`src/rtl/hft_pkg.sv`:
```
// Shared constants and state encoding for the arbitrage-cycle extraction path.
// Field slices of a vertmat word: {pred[31:25], dist[24:0]}.
package hft_pkg;

   localparam logic [6:0]  NO_PRED  = 7'h7F;
   localparam logic [24:0] INF_DIST = 25'h0FFFFFF;

   localparam int PRED_MSB = 31;
   localparam int PRED_LSB = 25;
   localparam int DIST_MSB = 24;
   localparam int DIST_LSB = 0;

   typedef enum logic [2:0] {
      CX_IDLE,
      CX_SEEK,
      CX_MARK,
      CX_EMIT,
      CX_DONE
   } cx_state_t;

endpackage

```
`src/rtl/cycle_extract.sv`:
```
// Walks Bellman predecessor pointers to land on a negative cycle, then streams its vertices out.
// Optional CYCLE_WEIGHT_EN adds adjmat input and a signed running cycle_weight output.
module cycle_extract
   import hft_pkg::*;
#(
   parameter int NODES  = 4,
   parameter int IDX_W  = 7,
   parameter int DIST_W = 25
) (
   input  logic                     clk,
   input  logic                     reset,
   input  logic                     start,
   input  logic [7:0]               src,
   input  logic [31:0]              vertmat [NODES:0],
`ifdef CYCLE_WEIGHT_EN
   input  logic [31:0]              adjmat [NODES:0][NODES:0],
   output logic signed [31:0]       cycle_weight,
`endif
   output logic                     busy,
   output logic [IDX_W-1:0]         path_vertex,
   output logic                     path_valid,
   input  logic                     path_ready,
   output logic                     path_last,
   output logic                     done,
   output logic                     found,
   output logic [IDX_W-1:0]         cycle_len
);

   cx_state_t         state_q;
   logic [IDX_W-1:0]  cur_q;
   logic [IDX_W-1:0]  anchor_q;
   logic [IDX_W-1:0]  len_q;
   logic [IDX_W-1:0]  len_d;
   logic [7:0]        step_q;
   logic              busy_q;
   logic              valid_q;
   logic              done_q;
   logic              found_q;

   logic [31:0]       vm_cur;
   logic [IDX_W-1:0]  pred_c;
   logic [DIST_W-1:0] dist_c;
   logic              last_c;

   function automatic logic link_bad(input logic [IDX_W-1:0] p, input logic [DIST_W-1:0] d);
      return (p == NO_PRED) || (int'(p) >= NODES) || (d == INF_DIST);
   endfunction

   always_comb begin
      vm_cur = '0;
      for (int i = 0; i <= NODES; i++) begin
         if (cur_q == IDX_W'(i)) vm_cur = vertmat[i];
      end
   end

   assign pred_c = vm_cur[PRED_MSB:PRED_LSB];
   assign dist_c = vm_cur[DIST_MSB:DIST_LSB];
   assign last_c = (state_q == CX_EMIT) && (pred_c == anchor_q);
   assign len_d  = len_q + 1'b1;

`ifdef CYCLE_WEIGHT_EN
   logic signed [31:0] weight_q;
   logic signed [31:0] weight_d;
   logic        [31:0] edge_w;

   // Weight of the edge pred(cur) -> cur taken by the current beat.
   always_comb begin
      edge_w = '0;
      for (int i = 0; i <= NODES; i++) begin
         for (int j = 0; j <= NODES; j++) begin
            if (pred_c == IDX_W'(i) && cur_q == IDX_W'(j)) edge_w = adjmat[i][j];
         end
      end
   end

   assign weight_d     = weight_q + signed'(edge_w);
   assign cycle_weight = weight_q;

   always_ff @(posedge clk or negedge reset) begin
      if (!reset) begin
         weight_q <= '0;
      end else if (start && (state_q == CX_IDLE || state_q == CX_DONE)) begin
         weight_q <= '0;
      end else if (state_q == CX_EMIT && path_ready) begin
         weight_q <= weight_d;
      end
   end
`endif

   always_ff @(posedge clk or negedge reset) begin
      if (!reset) begin
         state_q  <= CX_IDLE;
         cur_q    <= '0;
         anchor_q <= '0;
         len_q    <= '0;
         step_q   <= '0;
         busy_q   <= 1'b0;
         valid_q  <= 1'b0;
         done_q   <= 1'b0;
         found_q  <= 1'b0;
      end else begin
         case (state_q)
            CX_IDLE, CX_DONE: begin
               if (start) begin
                  state_q <= CX_SEEK;
                  step_q  <= '0;
                  len_q   <= '0;
                  busy_q  <= 1'b1;
                  done_q  <= 1'b0;
                  found_q <= 1'b0;
               end
            end
            // Step 0 loads src; steps 1..NODES follow predecessors.
            CX_SEEK: begin
               if (step_q == 8'd0) begin
                  if (int'(src) >= NODES) begin
                     state_q <= CX_DONE;
                     busy_q  <= 1'b0;
                     done_q  <= 1'b1;
                  end else begin
                     cur_q  <= src[IDX_W-1:0];
                     step_q <= 8'd1;
                  end
               end else if (link_bad(pred_c, dist_c)) begin
                  state_q <= CX_DONE;
                  busy_q  <= 1'b0;
                  done_q  <= 1'b1;
               end else begin
                  cur_q <= pred_c;
                  if (int'(step_q) == NODES) state_q <= CX_MARK;
                  else step_q <= step_q + 8'd1;
               end
            end
            CX_MARK: begin
               anchor_q <= cur_q;
               valid_q  <= 1'b1;
               state_q  <= CX_EMIT;
            end
            CX_EMIT: begin
               if (path_ready) begin
                  len_q <= len_d;
                  cur_q <= pred_c;
                  if (last_c) begin
                     state_q <= CX_DONE;
                     valid_q <= 1'b0;
                     busy_q  <= 1'b0;
                     done_q  <= 1'b1;
                     found_q <= 1'b1;
                  end else if (link_bad(pred_c, dist_c) || int'(len_d) >= NODES) begin
                     state_q <= CX_DONE;
                     valid_q <= 1'b0;
                     busy_q  <= 1'b0;
                     done_q  <= 1'b1;
                  end
               end
            end
            default: state_q <= CX_IDLE;
         endcase
      end
   end

   assign busy        = busy_q;
   assign path_vertex = cur_q;
   assign path_valid  = valid_q;
   assign path_last   = last_c;
   assign done        = done_q;
   assign found       = found_q;
   assign cycle_len   = len_q;

endmodule
```
`config.mk`:
```
export PLATFORM = sky130hd
export DESIGN_NAME = cycle_extract
export DESIGN_NICKNAME = d
export VERILOG_FILES = /design/src/rtl/hft_pkg.sv /design/src/rtl/cycle_extract.sv
export SDC_FILE = /design/constraint.sdc
export NUM_CORES = 1
export LEC_CHECK = 0
export ABC_AREA = 1
export CORE_UTILIZATION = 34
export CTS_CLUSTER_DIAMETER = 30
export DETAILED_ROUTE_END_ITERATION = 12
export GPL_ROUTABILITY_DRIVEN = 1
export PLACE_DENSITY = 0.79
export SYNTH_ARGS = -nofsm -noshare
export SYNTH_HDL_FRONTEND = slang
export SYNTH_SLANG_ARGS = --single-unit
```
`constraint.sdc`:
```
create_clock -name clk -period 1.9 [get_ports clk]
set_input_delay 0.19 -clock clk [delete_from_list [all_inputs] [get_ports clk]]
set_output_delay 0.19 -clock clk [all_outputs]
set_load 0.005 [all_outputs]
```
==> metrics.md, run 1 <==
| Metric | Value |
|---|---|
| Pwr dens | 1100 mW/mm² |
| Initial Util | 35.8% |
| Synth Instances | 444 |
| Setup CP Type | flip-flop to primary output |
| Seq/Total Area, Yosys | 30.2% |
| Slew @ Worst Pin | 0.547 ns |
| Die H | 95.7 µm |
| Max FO, Critical Path | 8 |
| Core area | 0.00834 mm² |
| Pin count of the biggest net entering global routing | 37 |
| Critical Path RT | 1.71 ns |
| Largest cells by area after synthesis | dfrtp_1 (30%), nand2_1 (15%), nor2_1 (7.3%) |
| Finished Core Util | 71.7% |
| # setup viols final | 23 |
| Worst Setup End Kind | primary output |
| Total track usage | 27.4% |
| FF-to-FF Start | path_vertex[0]$_DFFE_PN0P_ |
| Clk pin slew, worst setup/hold paths | 0.08 ns |
| TritonCTS Buffers | 5 |
| Mean area per synthesized cell | 6.73 µm² |
| Rows | 33 |
| Synth Register Bits | 36 |
| Final Skew | 0.00784 ns |
| Diode count | 0 |
| Max-cap violations | 0 |
| Via/cell ratio | 5.21 |
| Clock Sink Count | 36 |
| Leakage | 2.63 nW |
| Top cell type's share of synthesized area | 30.2% |
| Final Wtd Congestion | 0.873 |
| Nets | 885 |
| Fraction of layout cells with a size suffix above 1 | 26.9% |
| Final hold slack | 0.326 ns |
| Vias in the first global route | 4,304 |
| Area leader, netlist | dfrtp_1 |
| Post-synth cell types | 32 |
| CP most frequent cell | nand2_1 |
| Ys Warns | 0 |
| Hold Buf Count CTS | 0 |
| DR pass1 iterations | 4 |
| Slowest-stage cell, CP | dfrtp_1 |
| Final period util | 124% |
| ANT nets after route | 0 |
| Syn nets | 619 |
| Htree depth | 2 |
| Clk root buf | clkbuf_8 |
| Critical Path AT | 2.17 ns |
| First-pass GRT wire length | 19,300 µm |
| Area Overhead vs Synth | 100% |
| Reg2reg setup slack | -0.45 ns |
| Initial antenna violation count | 0 |
| Gr ovfl total | 0 |
| Crit path time final | 2.36 ns |
| Cell chain of the critical path | inv_2 -> nand2_2 -> nor3_2 -> nand2_1 -> inv_2 -> nand2_1 -> nand3_2 -> nand2_1 -> nand2_1 -> nand3_1 -> nor2_1 -> nand2_2 -> nor2_1 -> buf_2 |
| Die area | 0.00917 mm² |
| Post-Syn Area | 0.00299 mm² |
| DR iter-0 viols | 173 |
| Drc violations | 0 |
| FF-to-FF End | step_q[5]$_DFFE_PN0P_ |
| CTS Buffer Depth | 2 |
| Max-slew headroom | 63.4% |
| Final Max Tran Viols | 0 |
| Cells on worst reg2reg path | 17 |
| Wirelength, routed | 12,800 µm |
| Setup ws final | -0.463 ns |
| Worst Hold Class | input pin to asynchronous set/reset pin |
| Latest clock arrival within the worst-skew pair | 0.28 ns |
| DR WL/cell | 15.7 µm |
| Status | finished, violations left |
| IO buf count | 190 |
| FMAX | 423 MHz |
| Violated checks | setup timing |
| CP Launch Type | flip-flop |
| Final hold vios | 0 |
| Post-DP HPWL | 9630 µm |
| Die W | 95.7 µm |
| Slowest stage delay, CP | 0.43 ns |
| Top Ports | 191 |
| CTS tree | done |
| RSZ-0062 raised after global routing | yes |
| Vias post-DR | 4,248 |
| Worst vdd ir | 0.822 mV |
## logic make-up (layout without fill, tap and decap cells)
family / after synthesis / count (layout) / share of synthesized area, %
xor+xnor: 5 / 5 / 1.47
compound gates: 39 / 40 / 8.88
buf+inv: 58 / 323 / 8.04
simple gates: 297 / 298 / 48.2
fa+ha+maj: 3 / 3 / 1.26
flops: 36 / 36 / 30.2
mux: 6 / 6 / 2.01
## area by class of cell
class	count	area, µm²
clock buffer	7	86.3
clock inverter	1	7.51
fill	637	2360
inverter	54	203
multi-input combinational	352	2180
sequential	36	902
tap	105	131
timing repair buffer	261	2470
## sequential cells by signal, summed over array words and instances (netlist names)
signal       cells
step_q           8
anchor_q         7
cycle_len        7
path_vertex      7
state_q          3
busy             1
done             1
found            1
path_valid       1
## worst max-delay path by stage
stage | start | endpoint | slack, ns | depth (start not counted)
floorplan | path_vertex[4]$_DFFE_PN0P_ | path_vertex[5]$_DFFE_PN0P_ | -0.04 | 17
global placement | path_vertex[4]$_DFFE_PN0P_ | path_last | -0.44 | 15
detailed placement | path_vertex[0]$_DFFE_PN0P_ | path_last | -0.51 | 14
CTS | path_vertex[5]$_DFFE_PN0P_ | path_last | -0.40 | 15
global route | path_vertex[0]$_DFFE_PN0P_ | path_last | -0.65 | 14
finish | path_vertex[0]$_DFFE_PN0P_ | path_last | -0.46 | 14
## through the flow
stage | TNS, ns | worst slack (ns) | std cells | instance area (µm²) | total power [mW]
after floorplan | -0.193 | -0.0366 | 444 | 3010 | 3.20
after detailed placement | -8.58 | -0.507 | 788 | 5420 | 4.85
after global placement | -7.56 | -0.443 | 788 | 5420 | 4.74
after global routing | -12.73 | -0.653 | 816 | 5980 | 6.97
final | -9.79 | -0.463 | 816 | 5980 | 6.55
after CTS | -7.36 | -0.401 | 812 | 5820 | 6.09
## repair_timing
item,in CTS,in global routing
gates resized for setup,49,39
pin swaps,21,28
setup endpoints to repair,23,30
gates cloned,3,0
buffers inserted,14,4
## routing by layer
metal  share of wire (%)  track usage [%]
met2                  52             53.3
met3                 8.9             7.50
met4                 3.9             10.8
met1                  35             27.4
met5                   0                0
## critical path: cells and delay by family, from the launching register on
| kind | cells | cell delay (ns) |
|---|---|---|
| and+or+nand+nor | 11 | 1.07 |
| DFF | 1 | 0.43 |
| buffers and inverters | 3 | 0.40 |
## cell usage after synthesis
library cell / count
o21a_1: 1
nand3b_1: 5
inv_2: 8
nor2_4: 3
buf_6: 3
o21ai_0: 14
or2_2: 2
nand3_2: 7
nand3_1: 32
a21oi_1: 3
o21ai_2: 15
nand2_4: 2
o22ai_1: 4
xor2_1: 5
nor3_1: 8
nand3_4: 1
mux2i_1: 6
dfrtp_1: 36
nor3_4: 1
o211ai_1: 1
a22o_1: 1
clkbuf_1: 1
nor2_2: 7
nand2_1: 121
or4_1: 1
inv_1: 46
nand2_2: 10
or3_1: 1
nor4_1: 4
nor2_1: 58
nand4_1: 34
ha_1: 3
## cell usage in the layout (no fill, tap or decap), types with 5 or more instances in the layout
cell,count
clkdlybuf4s50_1,189
nand2_1,99
buf_4,62
inv_1,44
nor2_1,44
dfrtp_1,35
nand4_1,34
nand2_2,27
nand3_1,20
nand3_2,16
o21ai_2,14
o21ai_0,13
nor2_2,12
nor2_4,12
inv_2,10
buf_6,8
nor3_1,6
mux2i_1,6
clkbuf_8,6
nand3_4,5
xor2_1,5
nand3b_1,5
## power breakdown
group	switching (mW)	internal, mW
clock	0.286	0.295
combinational	2.54	2.23
sequential	0.213	0.997
Power figures use the tool's default switching activity.
==> inputs of run 2 (changes only) <==
- CORE_MARGIN: unset -> 1.5
==> metrics.md, run 2 (synthesis gave the netlist of run 1 again) <==
| Metric | Value |
|---|---|
| DR pass1 iterations | 4 (unchanged) |
| CP Launch Type | flip-flop |
| Initial antenna violation count | 0 (unchanged) |
| Latest clock arrival within the worst-skew pair | 0.29 ns (about the same) |
| DR WL/cell | 14.8 µm (-5.6%) |
| Fraction of layout cells with a size suffix above 1 | 23.8% (-3.1 points) |
| Top reg by flops | step_q |
| Area Overhead vs Synth | 95.1% |
| Htree depth | 2 (unchanged) |
| Status | finished, violations left |
| Slowest-stage cell, CP | dfrtp_1 |
| ANT nets after route | 0 (unchanged) |
| Violated checks | setup timing |
| FF-to-FF Start | path_vertex[4]$_DFFE_PN0P_ |
| FMAX | 423 MHz (about the same) |
| Rows | 34 (+3.0%) |
| Drc violations | 0 (unchanged) |
| Final hold vios | 0 (unchanged) |
| # setup viols final | 23 (unchanged) |
| Setup CP Type | flip-flop to flip-flop |
| Gr ovfl total | 0 (unchanged) |
| Setup ws final | -0.465 ns (-0.00205 ns) |
| Routing usage on met3 | 4.99% (-2.5 points) |
| First-pass GRT wire length | 18,900 µm (-2.0%) |
| Largest register FFs | 8 (unchanged) |
| Final Skew | 0.00788 ns (+0.0000336 ns) |
| Die H | 96.7 µm (+1.0%) |
| Nets | 873 (-1.4%) |
| Worst Hold Class | input pin to asynchronous set/reset pin |
| Critical Path AT | 2.52 ns (+0.35 ns) |
| Setup TNS | -8.47 ns (+1.32 ns) |
| Pwr dens | 1060 mW/mm² (-2.9%) |
| Cell chain of the critical path | inv_2 -> nand2_2 -> nor2_4 -> buf_12 -> nand3_2 -> nand2_1 -> nor2_2 -> nand3_2 -> inv_1 -> nand2_1 -> nand3_1 -> nor2_1 -> nand2_2 -> buf_4 -> buf_6 -> nand2_8 -> nand3_2 -> nand2_1 -> nand2_1 |
| TritonCTS Buffers | 5 (unchanged) |
| Critical Path RT | 2.06 ns (+0.35 ns) |
| Diode count | 0 (unchanged) |
| Crit path time final | 2.36 ns (+0.00205 ns) |
| Clk root buf | clkbuf_8 |
| Pin count of the biggest net entering global routing | 37 (unchanged) |
| Max FO, Critical Path | 8 (unchanged) |
| Worst vdd ir | 0.767 mV (-6.8%) |
| Top Ports | 191 (unchanged) |
| Final hold slack | 0.309 ns (-0.0167 ns) |
| CP most frequent cell | nand2_1 |
| Most frequent cells in the layout | clkdlybuf4s50_1 (189), nand2_1 (102), buf_4 (51) |
| Post-DP HPWL | 9300 µm (-3.4%) |
| Final Wtd Congestion | 0.912 (+4.4%) |
| Final Max Tran Viols | 0 (unchanged) |
| Wirelength, routed | 11,900 µm (-6.8%) |
| Clock Sink Count | 36 (unchanged) |
| Max-cap violations | 0 (unchanged) |
| Max-slew headroom | 64.0% (+0.55 points) |
| DR iter-0 viols | 152 (-12%) |
| Vias post-DR | 3,947 (-7.1%) |
| Worst Setup End Kind | flip-flop |
| Fillcell total | 699 (+9.7%) |
| Vias in the first global route | 4,081 (-5.2%) |
| IO buf count | 190 (unchanged) |
| Met2 usage | 45.0% (-8.2 points) |
| Initial Util | 34.6% (-1.2 points) |
| Core area | 0.00864 mm² (+3.5%) |
| CTS tree | done |
| Critical path startpoint | path_vertex[4]$_DFFE_PN0P_ |
| Grt peak-use layer | met2 |
| Hold Buf Count CTS | 0 (unchanged) |
| Clk pin slew, worst setup/hold paths | 0.07 ns (about the same) |
| RSZ-0062 raised after global routing | yes |
| Slew @ Worst Pin | 0.539 ns (-0.00823 ns) |
| Die area | 0.00936 mm² (+2.1%) |
| Total track usage | 24.5% (-2.9 points) |
| Grt met1 use | 28.8% (+1.4 points) |
| Die W | 96.7 µm (+1.0%) |
| Commonest non-fill, non-tap cell in the layout | clkdlybuf4s50_1 |
| CTS Buffer Depth | 2 (unchanged) |
| Leakage | 2.58 nW (-2.1%) |
| Slowest stage delay, CP | 0.40 ns (-0.03 ns) |
| Via/cell ratio | 4.90 (-5.9%) |
| Final period util | 124% (about the same) |
run 2: changes by cell type in the layout (fill, tap and decap cells not counted), moves of 2 or more:
cell	before	now
nand2_4	4	2
nand3_2	16	14
inv_1	44	46
nor2_1	44	48
nand2_1	99	102
inv_2	10	7
nand3_1	20	22
buf_4	62	51
nor2_2	12	10
nor2_4	12	10
run 2: per-layer routing:
metal  wire length [µm]  up-vias  share of wire (%)
met5                  0        -                  0
met4                224        0                1.9
met3                683       23                5.7
met2               6190      130                 52
met1               4830     1809                 41
li1                   -     1985                  -
run 2: path summary, 6_finish.rpt:
check,slack (ns),to,cells past startpoint
max in group asynchronous,1.26,path_vertex[1]$_DFFE_PN0P_,2
min in group clk,0.48,step_q[6]$_DFFE_PN0P_,2
min,0.31,step_q[6]$_DFFE_PN0P_,2
min reg2reg,0.48,step_q[6]$_DFFE_PN0P_,2
max reg2reg,-0.46,path_valid$_DFFE_PN0P_,19
max,-0.46,path_valid$_DFFE_PN0P_,19
run 2: where the power goes:
group,internal (mW),switching (mW),leakage (nW)
logic,2.06,2.34,2.05
registers,0.997,0.207,0.477
clock network,0.323,0.267,0.0503
total,3.38,2.82,2.58
run 2: timing repair:
action / 4_1_cts / 5_1_grt
buffers inserted: 94 / 7
gates resized for setup: 39 / 29
gates cloned: 2 / 0
setup endpoints to repair: 23 / 29
pin swaps: 25 / 15
hold endpoints to repair: 0 / 0
run 2: critical path: cells and delay by family, from the launching register on:
kind / cells / cell delay, ns
flip-flops: 1 / 0.40
buffers and inverters: 5 / 0.58
AND/OR/NAND/NOR: 14 / 1.25
run 2: stage by stage:
| step | utilization [%] | instance area [µm²] | std cells | power, mW | setup WS [ns] |
|---|---|---|---|---|---|
| floorplan | - | 3010 | 444 | 3.20 | -0.0366 |
| global placement | 61.9 | 5350 | 781 | 4.59 | -0.501 |
| detailed placement | 61.9 | 5350 | 781 | 4.68 | -0.513 |
| CTS | 65.7 | 5670 | 800 | 5.82 | -0.411 |
| global route | 67.5 | 5830 | 806 | 6.61 | -0.598 |
| finish | 67.5 | 5830 | 806 | 6.20 | -0.465 |
run 2: cell type report:
type | instances | area [µm²] | area share [%]
clock buffer | 7 | 96.3 | 1.65
sequential | 36 | 901 | 15.5
tap | 108 | 135 | 2.32
multi-input combinational | 352 | 2110 | 36.3
timing repair buffer | 249 | 2380 | 40.8
inverter | 54 | 205 | 3.52
